===== src/rtl/bcharger_ctrl.sv =====
// Supervisor/sequencer for the bcharger FSM: comparator deglitch, charger reset control,
// per-phase safety timer and fault latching. Timer present only with BCHARGER_CTRL_TIMER_EN.
module bcharger_ctrl #(
  parameter int DEB_CYCLES = 4,
  parameter int CNT_W      = 16,
  parameter int TRKL_MAX   = 1000,
  parameter int FAST_MAX   = 20000,
  parameter int VCONST_MAX = 10000
) (
  input  logic       clk,
  input  logic       reset_n,
  input  logic       en,
  input  logic       vtrkl_raw,
  input  logic       vterm_raw,
  input  logic       iterm_raw,
  input  logic       vrchrg_raw,
  input  logic       trkl,
  input  logic       fast,
  input  logic       vconst,
  input  logic       done,
  output logic       vtrkl,
  output logic       vterm,
  output logic       iterm,
  output logic       vrchrg,
  output logic       chg_reset,
  output logic       busy,
  output logic       fault,
  output logic [2:0] fault_code
);

  typedef enum logic [1:0] {S_IDLE, S_CHARGE, S_DONE, S_FAULT} state_t;

  if (DEB_CYCLES < 1 || DEB_CYCLES > 15 ||
      longint'(TRKL_MAX) >= (longint'(1) << CNT_W) ||
      longint'(FAST_MAX) >= (longint'(1) << CNT_W) ||
      longint'(VCONST_MAX) >= (longint'(1) << CNT_W)) begin : g_bad_param
    $error("bcharger_ctrl: parameter out of range");
  end

  localparam logic [3:0] DEB_LAST = 4'(DEB_CYCLES - 1);

  state_t          state_q, state_d;
  logic [3:0]      raw;
  logic [3:0]      sync1_q, sync2_q;
  logic [3:0]      flag_q, flag_d;
  logic [3:0][3:0] deb_cnt_q, deb_cnt_d;
  logic [3:0]      ph;
  logic            ph_multi, ph_one;
  logic            zero_q, zero_d;
  logic            chg_reset_q, chg_reset_d;
  logic            busy_q, busy_d;
  logic            fault_q, fault_d;
  logic [2:0]      fault_code_q, fault_code_d;
  logic            timeout;
  logic [2:0]      to_code;

  assign raw = {vtrkl_raw, vterm_raw, iterm_raw, vrchrg_raw};

  // Output follows the synchronized flag only after DEB_CYCLES consecutive disagreeing cycles.
  always_comb begin
    flag_d    = flag_q;
    deb_cnt_d = '0;
    for (int i = 0; i < 4; i++) begin
      if (sync2_q[i] != flag_q[i]) begin
        if (deb_cnt_q[i] == DEB_LAST) begin
          flag_d[i] = ~flag_q[i];
        end else begin
          deb_cnt_d[i] = deb_cnt_q[i] + 4'd1;
        end
      end
    end
  end

  assign ph       = {trkl, fast, vconst, done};
  assign ph_multi = (ph & (ph - 4'd1)) != 4'd0;
  assign ph_one   = (ph != 4'd0) && !ph_multi;
  assign zero_d   = (state_q == S_CHARGE) && (ph == 4'd0);

`ifdef BCHARGER_CTRL_TIMER_EN
  localparam logic [CNT_W-1:0] TRKL_LIM   = CNT_W'(TRKL_MAX);
  localparam logic [CNT_W-1:0] FAST_LIM   = CNT_W'(FAST_MAX);
  localparam logic [CNT_W-1:0] VCONST_LIM = CNT_W'(VCONST_MAX);

  logic [CNT_W-1:0] timer_q, timer_d;
  logic [3:0]       prev_ph_q;

  // Limits are only compared while the phase is stable, so a count left over from the
  // previous phase never trips the new phase's limit on the changeover cycle.
  always_comb begin
    timer_d = '0;
    timeout = 1'b0;
    to_code = 3'd0;
    if (state_q == S_CHARGE && ph == prev_ph_q) begin
      timer_d = (timer_q == '1) ? timer_q : timer_q + 1'b1;
      if (trkl && timer_q == TRKL_LIM) begin
        timeout = 1'b1;
        to_code = 3'd1;
      end else if (fast && timer_q == FAST_LIM) begin
        timeout = 1'b1;
        to_code = 3'd2;
      end else if (vconst && timer_q == VCONST_LIM) begin
        timeout = 1'b1;
        to_code = 3'd3;
      end
    end
  end

  always_ff @(posedge clk or negedge reset_n) begin
    if (!reset_n) begin
      timer_q   <= '0;
      prev_ph_q <= '0;
    end else begin
      timer_q   <= timer_d;
      prev_ph_q <= ph;
    end
  end
`else
  assign timeout = 1'b0;
  assign to_code = 3'd0;
`endif

  // en=0 wins over everything; fault detection wins over done/recharge moves.
  always_comb begin
    state_d      = state_q;
    fault_code_d = 3'd0;
    case (state_q)
      S_IDLE: begin
        if (en) state_d = S_CHARGE;
      end
      S_CHARGE: begin
        if (!en) begin
          state_d = S_IDLE;
        end else if (ph_multi || (ph == 4'd0 && zero_q)) begin
          state_d      = S_FAULT;
          fault_code_d = 3'd4;
        end else if (timeout) begin
          state_d      = S_FAULT;
          fault_code_d = to_code;
        end else if (done) begin
          state_d = S_DONE;
        end
      end
      S_DONE: begin
        if (!en) begin
          state_d = S_IDLE;
        end else if (ph_multi) begin
          state_d      = S_FAULT;
          fault_code_d = 3'd4;
        end else if (ph_one && !done) begin
          state_d = S_CHARGE;
        end
      end
      S_FAULT: begin
        if (!en) begin
          state_d = S_IDLE;
        end else begin
          fault_code_d = fault_code_q;
        end
      end
      default: state_d = S_IDLE;
    endcase
    chg_reset_d = (state_d == S_IDLE) || (state_d == S_FAULT);
    busy_d      = (state_d == S_CHARGE) || (state_d == S_DONE);
    fault_d     = (state_d == S_FAULT);
  end

  always_ff @(posedge clk or negedge reset_n) begin
    if (!reset_n) begin
      state_q      <= S_IDLE;
      sync1_q      <= '0;
      sync2_q      <= '0;
      flag_q       <= '0;
      deb_cnt_q    <= '0;
      zero_q       <= 1'b0;
      chg_reset_q  <= 1'b1;
      busy_q       <= 1'b0;
      fault_q      <= 1'b0;
      fault_code_q <= 3'd0;
    end else begin
      state_q      <= state_d;
      sync1_q      <= raw;
      sync2_q      <= sync1_q;
      flag_q       <= flag_d;
      deb_cnt_q    <= deb_cnt_d;
      zero_q       <= zero_d;
      chg_reset_q  <= chg_reset_d;
      busy_q       <= busy_d;
      fault_q      <= fault_d;
      fault_code_q <= fault_code_d;
    end
  end

  assign {vtrkl, vterm, iterm, vrchrg} = flag_q;
  assign chg_reset  = chg_reset_q;
  assign busy       = busy_q;
  assign fault      = fault_q;
  assign fault_code = fault_code_q;

endmodule


===== config.mk =====
export PLATFORM = sky130hd
export DESIGN_NAME = bcharger_ctrl
export DESIGN_NICKNAME = d
export VERILOG_FILES = /design/src/rtl/bcharger_ctrl.sv
export SDC_FILE = /design/constraint.sdc
export NUM_CORES = 1
export LEC_CHECK = 0
export BUFFER_PORTS_ARGS = -buffer_cell sky130_fd_sc_hd__clkbuf_2
export CORE_ASPECT_RATIO = 0.7
export CORE_MARGIN = 4
export CORE_UTILIZATION = 56
export CTS_CLUSTER_SIZE = 20
export DETAILED_ROUTE_END_ITERATION = 16
export GPL_ROUTABILITY_DRIVEN = 0
export PLACE_DENSITY = 0.75
export SYNTH_ARGS = -nofsm -noshare
export SYNTH_HDL_FRONTEND = slang
export SYNTH_SLANG_ARGS = --single-unit

===== constraint.sdc =====
create_clock -name clk -period 2.1 [get_ports clk]
set_input_delay 0 -clock clk [delete_from_list [all_inputs] [get_ports clk]]
set_output_delay 0 -clock clk [all_outputs]
set_load 0.03 [all_outputs]

# ---- Yosys cells after proc, flatten, opt, wreduce, memory -nomap -nowiden
# Index checks and enable logic that the tools add are counted.
dict set report totals {
  ff_bits 37
  latchBits 0
  ramBits 0
  rom_bits 0
  output_inout_bits 10
  elab_cells 82
  n_memories 0
}
dict set report op_classes {
  n_addsub 5
  multipliers 0
  div 0
  order_cmp 0
  eq_ne 15
  shifts 0
  n_mux 23
  bitwise 5
  n_reduce_logical 18
}
# cell n
set ops {}
lappend ops {{$mux 4} 8}
lappend ops {{$add 4x1->4 const B} 4}
lappend ops {{$eq 4x2->1 const B} 4}
lappend ops {{$mux 2} 8}
lappend ops {{$mux 3} 5}
lappend ops {{$pmux 3 s3} 1}
lappend ops {{$eq 2x2->1 const B} 4}
lappend ops {{$pmux 2 s4} 1}
lappend ops {{$reduce_and 2->1} 4}
lappend ops {{$reduce_bool 4->1} 2}
lappend ops {{$and 4x4->4} 1}
lappend ops {{$eq 2x1->1 const B} 2}
lappend ops {{$logic_and 1x1->1} 4}
lappend ops {{$logic_not 2->1} 2}
lappend ops {{$logic_not 4->1} 1}
lappend ops {{$ne 1x1->1} 4}
lappend ops {{$not 1->1} 4}
lappend ops {{$sub 4x1->4 const B} 1}
lappend ops {{$logic_or 1x1->1} 3}
lappend ops {{$logic_not 1->1} 2}
lappend ops {{$ne 2x2->1 const B} 1}

# ---- Depth between registers and ports, before layout
# Gate-level depths: netlist (run 1).
dict set report depth {
  ltp_word 12
  ltp_mapped 8
  depth_no_buf 8
}

# ---- Worst setup path after synthesis (run 1)
# No wires, ideal clock.
dict set report synth_timing {
  path_type {reg2reg}
  start {register state_q[0]}
  end {register busy_q, in the netlist busy}
  arrival_time_ns 1.526
  t_required_ns 1.969
  slack_ns 0.443
  stages_incl_launch_ff 8
  n_path_buf 0
  period_less_slack_ns 1.657
  path_cell_list {dfrtp_1 -> inv_1 -> ha_1 -> nand2b_1 -> a311oi_1 -> o21ai_0 -> o211ai_1 -> ha_1}
}
dict set report synth_between {
  elab_cells_between_ends 16
}
# element line_no
set synth_rtl {}
lappend synth_rtl {{from (decl)} 42} ;# state_t state_q, state_d;
lappend synth_rtl {{from (signal assigned)} 180} ;# state_q <= state_d;
lappend synth_rtl {{$eq 2x2->1 (tied with other cells)} 126} ;# case (state_q)
lappend synth_rtl {{$pmux 2 s4 *} 126}
lappend synth_rtl {{net state_d[1]} 42}
lappend synth_rtl {{$eq 2x1->1 or $eq 2x2->1 (tied branches)} 163} ;# busy_d = (state_d == S_CHARGE) || (state_d == S_DONE);
lappend synth_rtl {{$logic_or 1x1->1 *} 163}
lappend synth_rtl {{net busy_d} 51} ;# logic busy_q, busy_d;
lappend synth_rtl {{to (signal assigned)} 187} ;# busy_q <= busy_d;
lappend synth_rtl {{to (decl)} 51}
# The timed path passes the listed nets; every way through them passes the cells marked *.
# A chain may end at the register's enable or synchronous reset.

# ---- Worst setup path in the final report (run 1)
# Ends and elaborated chain as after synthesis.

==> results of run 1 <==
layout make-up:
class                   count  area, um^2
repair buffers             23       140.1
fillers                   191       773.2
flip-flops and latches     35       877.1
clock inverters             1       5.005
well taps                  34       42.54
clock buffers               7       76.32
multi-input cells          88       638.1
inverters                   5       18.77
cells in the final DEF, fill, tap and decap left out, drive strengths merged, types with 5 or more instances in the layout:
| master | count |
|---|---|
| a21oi | 7 |
| clkbuf | 25 |
| dfrtp | 34 |
| dlygate4sd3 | 5 |
| ha | 9 |
| inv | 5 |
| nand2b | 6 |
| nand3 | 5 |
| nand3b | 5 |
| nor2 | 9 |
| nor3 | 5 |
| o21ai | 5 |
| xor2 | 5 |
worst paths after layout:
path	endpoint	slack (ns)	depth (start not counted)
max	busy$_DFF_PN0_	0.15	7
min	fault_code[2]$_DFFE_PN0P_	0.02	3
max reg2reg	busy$_DFF_PN0_	0.15	7
min reg2reg	sync2_q[0]$_DFF_PN0_	0.35	0
max in group asynchronous	state_q[1]$_DFF_PN0_	1.23	2
min in group asynchronous	sync2_q[3]$_DFF_PN0_	0.35	2
worst min-delay path, stage by stage:
cell	delay, ns
clkbuf_2	0.13
nand3_1	0.08
o21ai_1	0.05
where the power goes:
part           leakage, uW  switching, uW  internal (uW)
Sequential        0.000444            119            847
Clock            0.0000422            211            232
Combinational     0.000348            453            295
registers in the layout, summed over array words and instances, names as in the netlist:
register    flops
busy            1
sync2_q         4
chg_reset       1
fault_code      1
deb_cnt_q      16
sync1_q         4
state_q         2
fault           1
zero_q          1
flag_q          4
routing by layer:
layer  vias up  track usage (%)
met1       509            20.95
met5         -                0
met4         0            4.688
met2        32            26.98
met3         7            5.172
li1        505                -
stage by stage:
stage,instances,utilization [%],power (uW)
final,193,69.93,2157
after detailed placement,180,64.82,1720
after global placement,180,64.82,1684
after floorplan,133,-,1509
after global routing,193,69.93,2322
after CTS,193,69.93,2180
kinds of logic (layout without fill, tap and decap cells):
kind of cell	after synthesis	after routing	share of synthesized area, %
and+or+nand+nor	41	41	15.19
DFF	35	35	56.04
AOI/OAI and AO/OA	22	22	9.353
buffers and inverters	10	36	3.437
adders and majority gates	9	9	7.194
xor gates and xnor gates	9	9	5.036
muxes	5	5	3.517
other	1	2	0.2396
==> results.ini, run 1 <==
[drt]
vias = 1053
wire_per_inst_um = 13.42
finalWirelength_um = 2591
wl_met1_um = 1097
drtIter0Drc = 44
wl_met3_um = 149
firstDrtPassIters = 4
drc_errors = 0
dr_wl_met2_um = 1315
highest_layer = met4
drtAntennaViolNets = 0
via_per_inst = 5.456

[synthesis]
synth-seq-cells = 35
netlist_top_cells_area = dfrtp_1 54%, ha_1 7.2%, mux2_2 2.9%
synth_top_cell_by_area = dfrtp_1
synth_cells = 132
seq_area_frac_synth_pct = 56.04
yosys_warnings = 0
async_flop_share_pct = 100.0
synth_ff_type = dfrtp_1
synth.top_cells.by_count = 34 x dfrtp_1, 9 x ha_1, 9 x nor2_1
synth_top_area_share_pct = 54.36
synth_edf_count = 0
syn_avg_cell_area_um2 = 11.86
yosys.cell_types.count = 36
synth_most_common_cell = dfrtp_1
syn_area_mm2 = 0.001565

[grt]
grt_max_degree = 36
gr-total-overflow = 0
track_usage_pct = 16.38
grt_pass1_wl_um = 4643
grt_pass1_vias = 1023
antenna_found_initial = 0

[worst_setup_path]
critPathKind = flip-flop to flip-flop
end_kind = flip-flop
crit_family = compound AO/OA/AOI/OAI gates
crit_arrival_ns = 2.10
crit_slowest_cell = dfrtp_1
critPathBufInv = 1
cp_max_fo = 5
required_ns = 2.25
worst_path_most_repeated_cell = ha_1
critPathMaxStageDelay_ns = 0.43
r2r_start = state_q[0]$_DFF_PN0_
start_kind = flip-flop
worstSetupStartpoint = state_q[0]$_DFF_PN0_
cp_cell_sequence = inv_1 > ha_1 > nand2b_1 > a311oi_1 > o21ai_0 > o211ai_1 > ha_1

[sta]
setup_violations = 0
slew_headroom_pct = 45.40
grt_setup_unrepaired = false
fin_crit_sh_pct = 92.74
timing.hold.ws_ns = 0.02218
fin_crit_ns = 1.947
fin_skew_ns = 0.001855
fin_tns_setup_ns = 0
worst_pin_slew_ns = 0.8190
setup_ws_ns = 0.1525
hold_viol = 0
fmax_mhz = 513.5
finalMaxSlewViolations = 0

[floorplanning]
die-area_mm2 = 0.003719
die_w_um = 71.19
rows = 15
pin_count = 21
core-area_mm2 = 0.002571
die_h_um = 52.24
initial_core_util_pct = 60.88

[power]
p_leak_uw = 0.0008338
powerDensity_mw_per_mm2 = 1200
peakVddDrop_mv = 0.8041

[run_status]
outcome = completed

[clock_network]
numCtsBuffers = 5
cts_tree = yes
cts_max_path_buffers = 2
cts_setup_buffers = 0
cts_resized = 0
cts.sinks = 35
htreeDepth = 2
ctsHoldBuffers = 5
cts_root_buf = clkbuf_8
clk_pin_slew_ns = 0.06
clkLatencyLatePin_ns = 0.27

[final_layout]
finalNetCount = 178
final_area_mm2 = 0.001798
diodes = 0
syn2layout_area_growth_pct = 14.87
drive_above_1_share_pct = 20.13

[place]
post-place-ws_ns = 0.1354
dp_hpwl_um = 1894
dpl_cell_area_mm2 = 0.001667
numPortBuffers = 18

[job]
cap_violations = 0

[worst_hold_path]
worstHoldStart = en
min_path_type = input port to flip-flop

Note: power is estimated with default switching activity, not from simulation.
==> run 2, diff against run 1 <==
GPL_TIMING_DRIVEN = 1   (was default)
PLACE_DENSITY = 0.76   (was 0.75)
==> run 2 against run 1 <==
Critical path depth unchanged. Clock power up 19%. Final cell count unchanged. First-iteration DRC count up 20%. Hold slack worse by 0.0022 ns. Fmax up 4.9%. Sequential power about the same. Flip-flop and latch count unchanged. Total power up 3.7%. Count of clock-buffer cells in the layout unchanged. Largest power group unchanged.
==> results.ini, run 2 (synthesis gave the netlist of run 1 again) <==
[drt]
drtIter0Drc = 53  ; +20%
drc_errors = 0  ; unchanged
firstDrtPassIters = 4  ; unchanged
via_per_inst = 5.440  ; -0.28%
finalWirelength_um = 2623  ; +1.2%
wire_per_inst_um = 13.59  ; +1.2%
drtAntennaViolNets = 0  ; unchanged
vias = 1050  ; -0.28%

[grt]
gr-total-overflow = 0  ; unchanged
grt_pass1_wl_um = 4650  ; +0.15%
track_usage_pct = 16.29  ; -0.092 points
grt_max_degree = 36  ; unchanged
grt_pass1_vias = 1084  ; +6.0%
antenna_found_initial = 0  ; unchanged

[power]
p_sw_uw = 796.9  ; +1.8%
powerDensity_mw_per_mm2 = 1228  ; +2.3%
totalPowerFinal_uw = 2237  ; +3.7%
clockPowerShare_pct = 23.5  ; +3.0 points
peakVddDrop_mv = 0.9672  ; +20%
swShare_pct = 35.62  ; -0.68 points
p_int_uw = 1440  ; +4.8%
p_leak_uw = 0.0008411  ; +0.87%
p_comb_share_pct = 33.2  ; -1.5 points
pwr-share-seq_pct = 43.3  ; -1.5 points

[worst_hold_path]
hold-path-cell-count = 3  ; unchanged
min_path_type = input port to flip-flop

[sta]
grt_setup_unrepaired = false
setup_ws_ns = 0.2427  ; +0.09015 ns
slew_headroom_pct = 44.83  ; -0.57 points
fin_tns_setup_ns = 0  ; unchanged
hold_viol = 0  ; unchanged
fin_crit_ns = 1.857  ; -0.09015 ns
fin_crit_sh_pct = 88.44  ; -4.3 points
fin_skew_ns = 0.007141  ; +0.005287 ns
setup_violations = 0  ; unchanged
worst_pin_slew_ns = 0.8276  ; +0.008573 ns
finalMaxSlewViolations = 0  ; unchanged
fmax_mhz = 538.4  ; +4.9%

[run_status]
outcome = completed

[clock_network]
cts_setup_buffers = 0  ; unchanged
cts_tree = yes
clk_pin_slew_ns = 0.07  ; about the same
cts.sinks = 35  ; unchanged
htreeDepth = 2  ; unchanged
cts_root_buf = clkbuf_8
numCtsBuffers = 5  ; unchanged
clkLatencyLatePin_ns = 0.28  ; about the same
cts_max_path_buffers = 2  ; unchanged

[job]
cap_violations = 0  ; unchanged

[worst_setup_path]
r2r_cells = 7  ; unchanged
cp_max_fo = 4  ; -1
crit_slowest_cell = dfrtp_1
worst_path_most_repeated_cell = ha_1
critPathKind = flip-flop to flip-flop
critPathMaxStageDelay_ns = 0.40  ; -0.03 ns
start_kind = flip-flop
cp_cell_sequence = inv_1 > ha_1 > nand2b_1 > a311oi_1 > o21ai_0 > o211ai_1 > ha_1
required_ns = 2.25  ; about the same
end_kind = flip-flop
crit_arrival_ns = 2.01  ; -0.09 ns

[final_layout]
final_common_cell = dfrtp_1
fillers = 169  ; -12%
finalNetCount = 178  ; unchanged
layout_common_cells = 33 x dfrtp_1, 18 x clkbuf_2, 9 x nor2_1, 9 x ha_1
drive_above_1_share_pct = 22.01  ; +1.9 points
top_register = deb_cnt_q
diodes = 0  ; unchanged
final_area_mm2 = 0.001822  ; +1.3%
syn2layout_area_growth_pct = 16.39
largest_register_ffs = 16  ; unchanged

[place]
dpl_cell_area_mm2 = 0.001667  ; unchanged
dp_hpwl_um = 1912  ; +0.98%
numPortBuffers = 18  ; unchanged
post-place-ws_ns = 0.2298  ; +0.09441 ns

[floorplanning]
initial_core_util_pct = 60.88  ; unchanged
die_w_um = 71.19  ; unchanged
pin_count = 21  ; unchanged
die_h_um = 52.24  ; unchanged
die-area_mm2 = 0.003719  ; unchanged
core-area_mm2 = 0.002571  ; unchanged
rows = 15  ; unchanged

-- run 2: cell count changes in the layout (fill, tap and decap cells not counted), sizes merged --
cell	change
clkinv	-1
clkinvlp	+1
-- run 2: area by class of cell --
cell class	instances	area, um^2	area share [%]
well taps	34	42.54	2.335
flip-flops and latches	35	878.3	48.21
repair buffers	23	140.1	7.692
clock inverters	1	7.507	0.4121
inverters	5	18.77	1.030
clock buffers	7	96.34	5.288
multi-input cells	88	638.1	35.03
-- run 2: repair_timing --
item                                    4_1_cts  5_1_grt
endpoints found under the setup margin        0        2
gates resized for setup                       0        1
hold buffers                                  5        0
endpoints found under the hold margin        38        0
-- run 2: metrics by stage --
| stage | utilization (%) | hold slack [ns] | instances |
|---|---|---|---|
| 2_1_floorplan | - | -0.2956 | 133 |
| 3_3_place_gp | 64.82 | 0.1092 | 180 |
| 3_5_place_dp | 64.82 | 0.1097 | 180 |
| 5_1_grt | 70.85 | 0.04725 | 193 |
| 6_report | 70.85 | 0.01997 | 193 |
| 4_1_cts | 70.80 | 0.01449 | 193 |
-- run 2: critical path: cells and delay by family (launching register included) --
| kind | cells | cell delay, ns |
|---|---|---|
| flops | 1 | 0.40 |
| fa+ha+maj | 2 | 0.53 |
| simple gates | 1 | 0.17 |
| compound gates | 3 | 0.53 |
| buf+inv | 1 | 0.11 |
-- run 2: power by group through the flow --
stage / combinational, uW / clock (uW) / sequential [uW]
detailed placement: 738 / 0 / 976
floorplan: 409 / 0 / 1100
CTS: 749 / 540 / 967
global route: 835 / 573 / 994
global placement: 714 / 0 / 966
finish: 742 / 526 / 969
-- run 2: routing by layer --
| metal | up-vias | GRT usage, % | share of wire (%) |
|---|---|---|---|
| met3 | 6 | 5.747 | 5.9 |
| met2 | 34 | 27.13 | 47 |
| met5 | - | 0 | 0 |
| met4 | 0 | 5.938 | 1.8 |
| met1 | 505 | 19.68 | 45 |
| li1 | 505 | - | - |
-- run 2: final timing paths --
kind | end | slack, ns | from
max | busy$_DFF_PN0_ | 0.24 | state_q[1]$_DFF_PN0_
min in group asynchronous | deb_cnt_q[7]$_DFF_PN0_ | 0.35 | reset_n
max in group asynchronous | state_q[0]$_DFF_PN0_ | 1.18 | reset_n
min reg2reg | sync2_q[2]$_DFF_PN0_ | 0.35 | sync1_q[2]$_DFF_PN0_
max reg2reg | busy$_DFF_PN0_ | 0.24 | state_q[1]$_DFF_PN0_
min | fault_code[2]$_DFFE_PN0P_ | 0.02 | en
==> run 3, diff against run 2 <==
clock period = 1.9 ns   (was 2.1 ns; I/O delays follow)
==> run 3 against run 2 <==
Non-clock buffer count rose by 4. Utilization rose by 1.5 points. Fmax rose by 2.4%. First-iteration DRC count fell by 32%. Setup slack got worse by 0.16 ns. Total power rose by 15%. Critical path depth did not move. Hold slack improved by 0.019 ns. Sequential power rose by 9%. Count of clock-buffer cells in the layout fell by 1. Wire length rose by 3.6%. Critical endpoint unchanged.
==> results.ini, run 3 (synthesis gave the netlist of run 1 again) <==
[clock_network]
numCtsBuffers = 5  ; unchanged
clkLatencyLatePin_ns = 0.27  ; about the same
clk_pin_slew_ns = 0.07  ; about the same
cts_root_buf = clkbuf_8
cts_max_path_buffers = 2  ; unchanged
cts_tree = yes
htreeDepth = 2  ; unchanged
cts.sinks = 35  ; unchanged

[final_layout]
syn2layout_area_growth_pct = 18.78
finalNetCount = 182  ; +2.2%
fillers = 165  ; -2.4%
drive_above_1_share_pct = 24.69  ; +2.7 points
largest_register_ffs = 16  ; unchanged
diodes = 0  ; unchanged
layout_common_cells = 33 x dfrtp_1, 18 x clkbuf_2, 9 x nor2_1, 8 x ha_1, 7 x a21oi_1
final_common_cell = dfrtp_1
top_register = deb_cnt_q
final_area_mm2 = 0.001859  ; +2.1%

[drt]
vias = 1045  ; -0.48%
dr_wl_met2_um = 1308  ; +6.2%
via_per_inst = 5.332  ; -2.0%
finalWirelength_um = 2717  ; +3.6%
wl_met1_um = 1251  ; +5.1%
firstDrtPassIters = 5  ; +1
wl_met3_um = 135  ; -12%
wire_per_inst_um = 13.86  ; +2.0%
drc_errors = 0  ; unchanged
drtIter0Drc = 36  ; -32%
highest_layer = met4
drtAntennaViolNets = 0  ; unchanged

[grt]
grt_max_degree = 36  ; unchanged
gr-total-overflow = 0  ; unchanged
grt_pass1_vias = 1076  ; -0.74%
track_usage_pct = 16.83  ; +0.54 points
grt_pass1_wl_um = 4781  ; +2.8%
antenna_found_initial = 0  ; unchanged

[place]
numPortBuffers = 18  ; unchanged
post-place-ws_ns = 0.02690  ; -0.2029 ns
dpl_cell_area_mm2 = 0.001667  ; unchanged
dp_hpwl_um = 1903  ; -0.49%

[sta]
worst_pin_slew_ns = 0.8007  ; -0.02690 ns
fin_skew_ns = 0.006136  ; -0.001005 ns
hold_viol = 0  ; unchanged
fmax_mhz = 551.2  ; +2.4%
setup_ws_ns = 0.08562  ; -0.1570 ns
fin_crit_sh_pct = 95.49  ; +7.0 points
setup_violations = 0  ; unchanged
slew_headroom_pct = 46.62  ; +1.8 points
fin_crit_ns = 1.814  ; -0.04296 ns
fin_tns_setup_ns = 0  ; unchanged
finalMaxSlewViolations = 0  ; unchanged

[power]
totalPowerFinal_uw = 2583  ; +15%
p_comb_share_pct = 34.7  ; +1.5 points
powerDensity_mw_per_mm2 = 1389  ; +13%
p_leak_uw = 0.0008617  ; +2.5%
peakVddDrop_mv = 0.9303  ; -3.8%
p_int_uw = 1698  ; +18%
p_sw_uw = 885.6  ; +11%
swShare_pct = 34.28  ; -1.3 points
pwr-share-seq_pct = 41.2  ; -2.1 points
clockPowerShare_pct = 24.1  ; +0.6 points

[floorplanning]
initial_core_util_pct = 60.88  ; unchanged
die_h_um = 52.24  ; unchanged
rows = 15  ; unchanged
pin_count = 21  ; unchanged
die_w_um = 71.19  ; unchanged
die-area_mm2 = 0.003719  ; unchanged
core-area_mm2 = 0.002571  ; unchanged

[run_status]
outcome = completed

[worst_setup_path]
cp_max_fo = 4  ; unchanged
end_kind = flip-flop
start_kind = flip-flop
required_ns = 2.05  ; -0.20 ns
critPathKind = flip-flop to flip-flop
crit_arrival_ns = 1.96  ; -0.05 ns

[worst_hold_path]
min_path_type = input port to flip-flop

[job]
cap_violations = 0  ; unchanged

-- run 3: final timing paths --
| path | from | endpoint | slack, ns | cells after the start |
|---|---|---|---|---|
| setup / recovery | state_q[0]$_DFF_PN0_ | busy$_DFF_PN0_ | 0.09 | 7 |
| hold / removal | en | fault_code[2]$_DFFE_PN0P_ | 0.04 | 3 |
| setup reg to reg | state_q[0]$_DFF_PN0_ | busy$_DFF_PN0_ | 0.09 | 7 |
| min in group asynchronous | reset_n | deb_cnt_q[4]$_DFF_PN0_ | 0.34 | 2 |
| hold reg to reg | sync1_q[2]$_DFF_PN0_ | sync2_q[2]$_DFF_PN0_ | 0.35 | 0 |
| max in group asynchronous | reset_n | state_q[0]$_DFF_PN0_ | 1.00 | 2 |
-- run 3: final cells by class --
type	instances	area (um^2)	share of cell area (%)
clock buffers	6	72.57	3.903
clock inverters	1	30.03	1.615
inverters	5	18.77	1.009
multi-input cells	88	646.9	34.79
flip-flops and latches	35	878.3	47.24
well taps	34	42.54	2.288
repair buffers	27	170.2	9.152
-- run 3: power by group through the flow --
stage | combinational (uW) | clock, uW | sequential (uW)
after floorplan | 452 | 0 | 1220
after global placement | 789 | 0 | 1070
after detailed placement | 814 | 0 | 1080
after CTS | 831 | 637 | 1070
after global routing | 1010 | 672 | 1090
final | 897 | 622 | 1060
-- run 3: routing by layer --
metal,track usage [%],vias to the layer above
met4,5.938,0
li1,-,514
met1,20.90,505
met2,27.44,21
met5,0,-
met3,5.939,5
-- run 3: timing repair --
item	in CTS	in global routing
gates resized for setup	0	5
setup buffers	0	4
hold buffers	5	0
endpoints found under the setup margin	0	3
endpoints found under the hold margin	38	0
-- run 3: stage by stage --
step | cells | hold WS (ns) | util (%)
after floorplan | 133 | -0.2956 | -
after global placement | 180 | 0.1092 | 64.82
after detailed placement | 180 | 0.1097 | 64.82
after CTS | 192 | 0.02532 | 70.75
after global routing | 196 | 0.04637 | 72.31
final | 196 | 0.03848 | 72.31
-- run 3: critical path, stage by stage (launching register included) --
cell and delay [ns]:
dfrtp_2 0.42, buf_4 0.14, ha_1 0.24, nor2_1 0.12, a21oi_1 0.05, o21ai_0 0.24, o21ai_0 0.15, ha_1 0.33
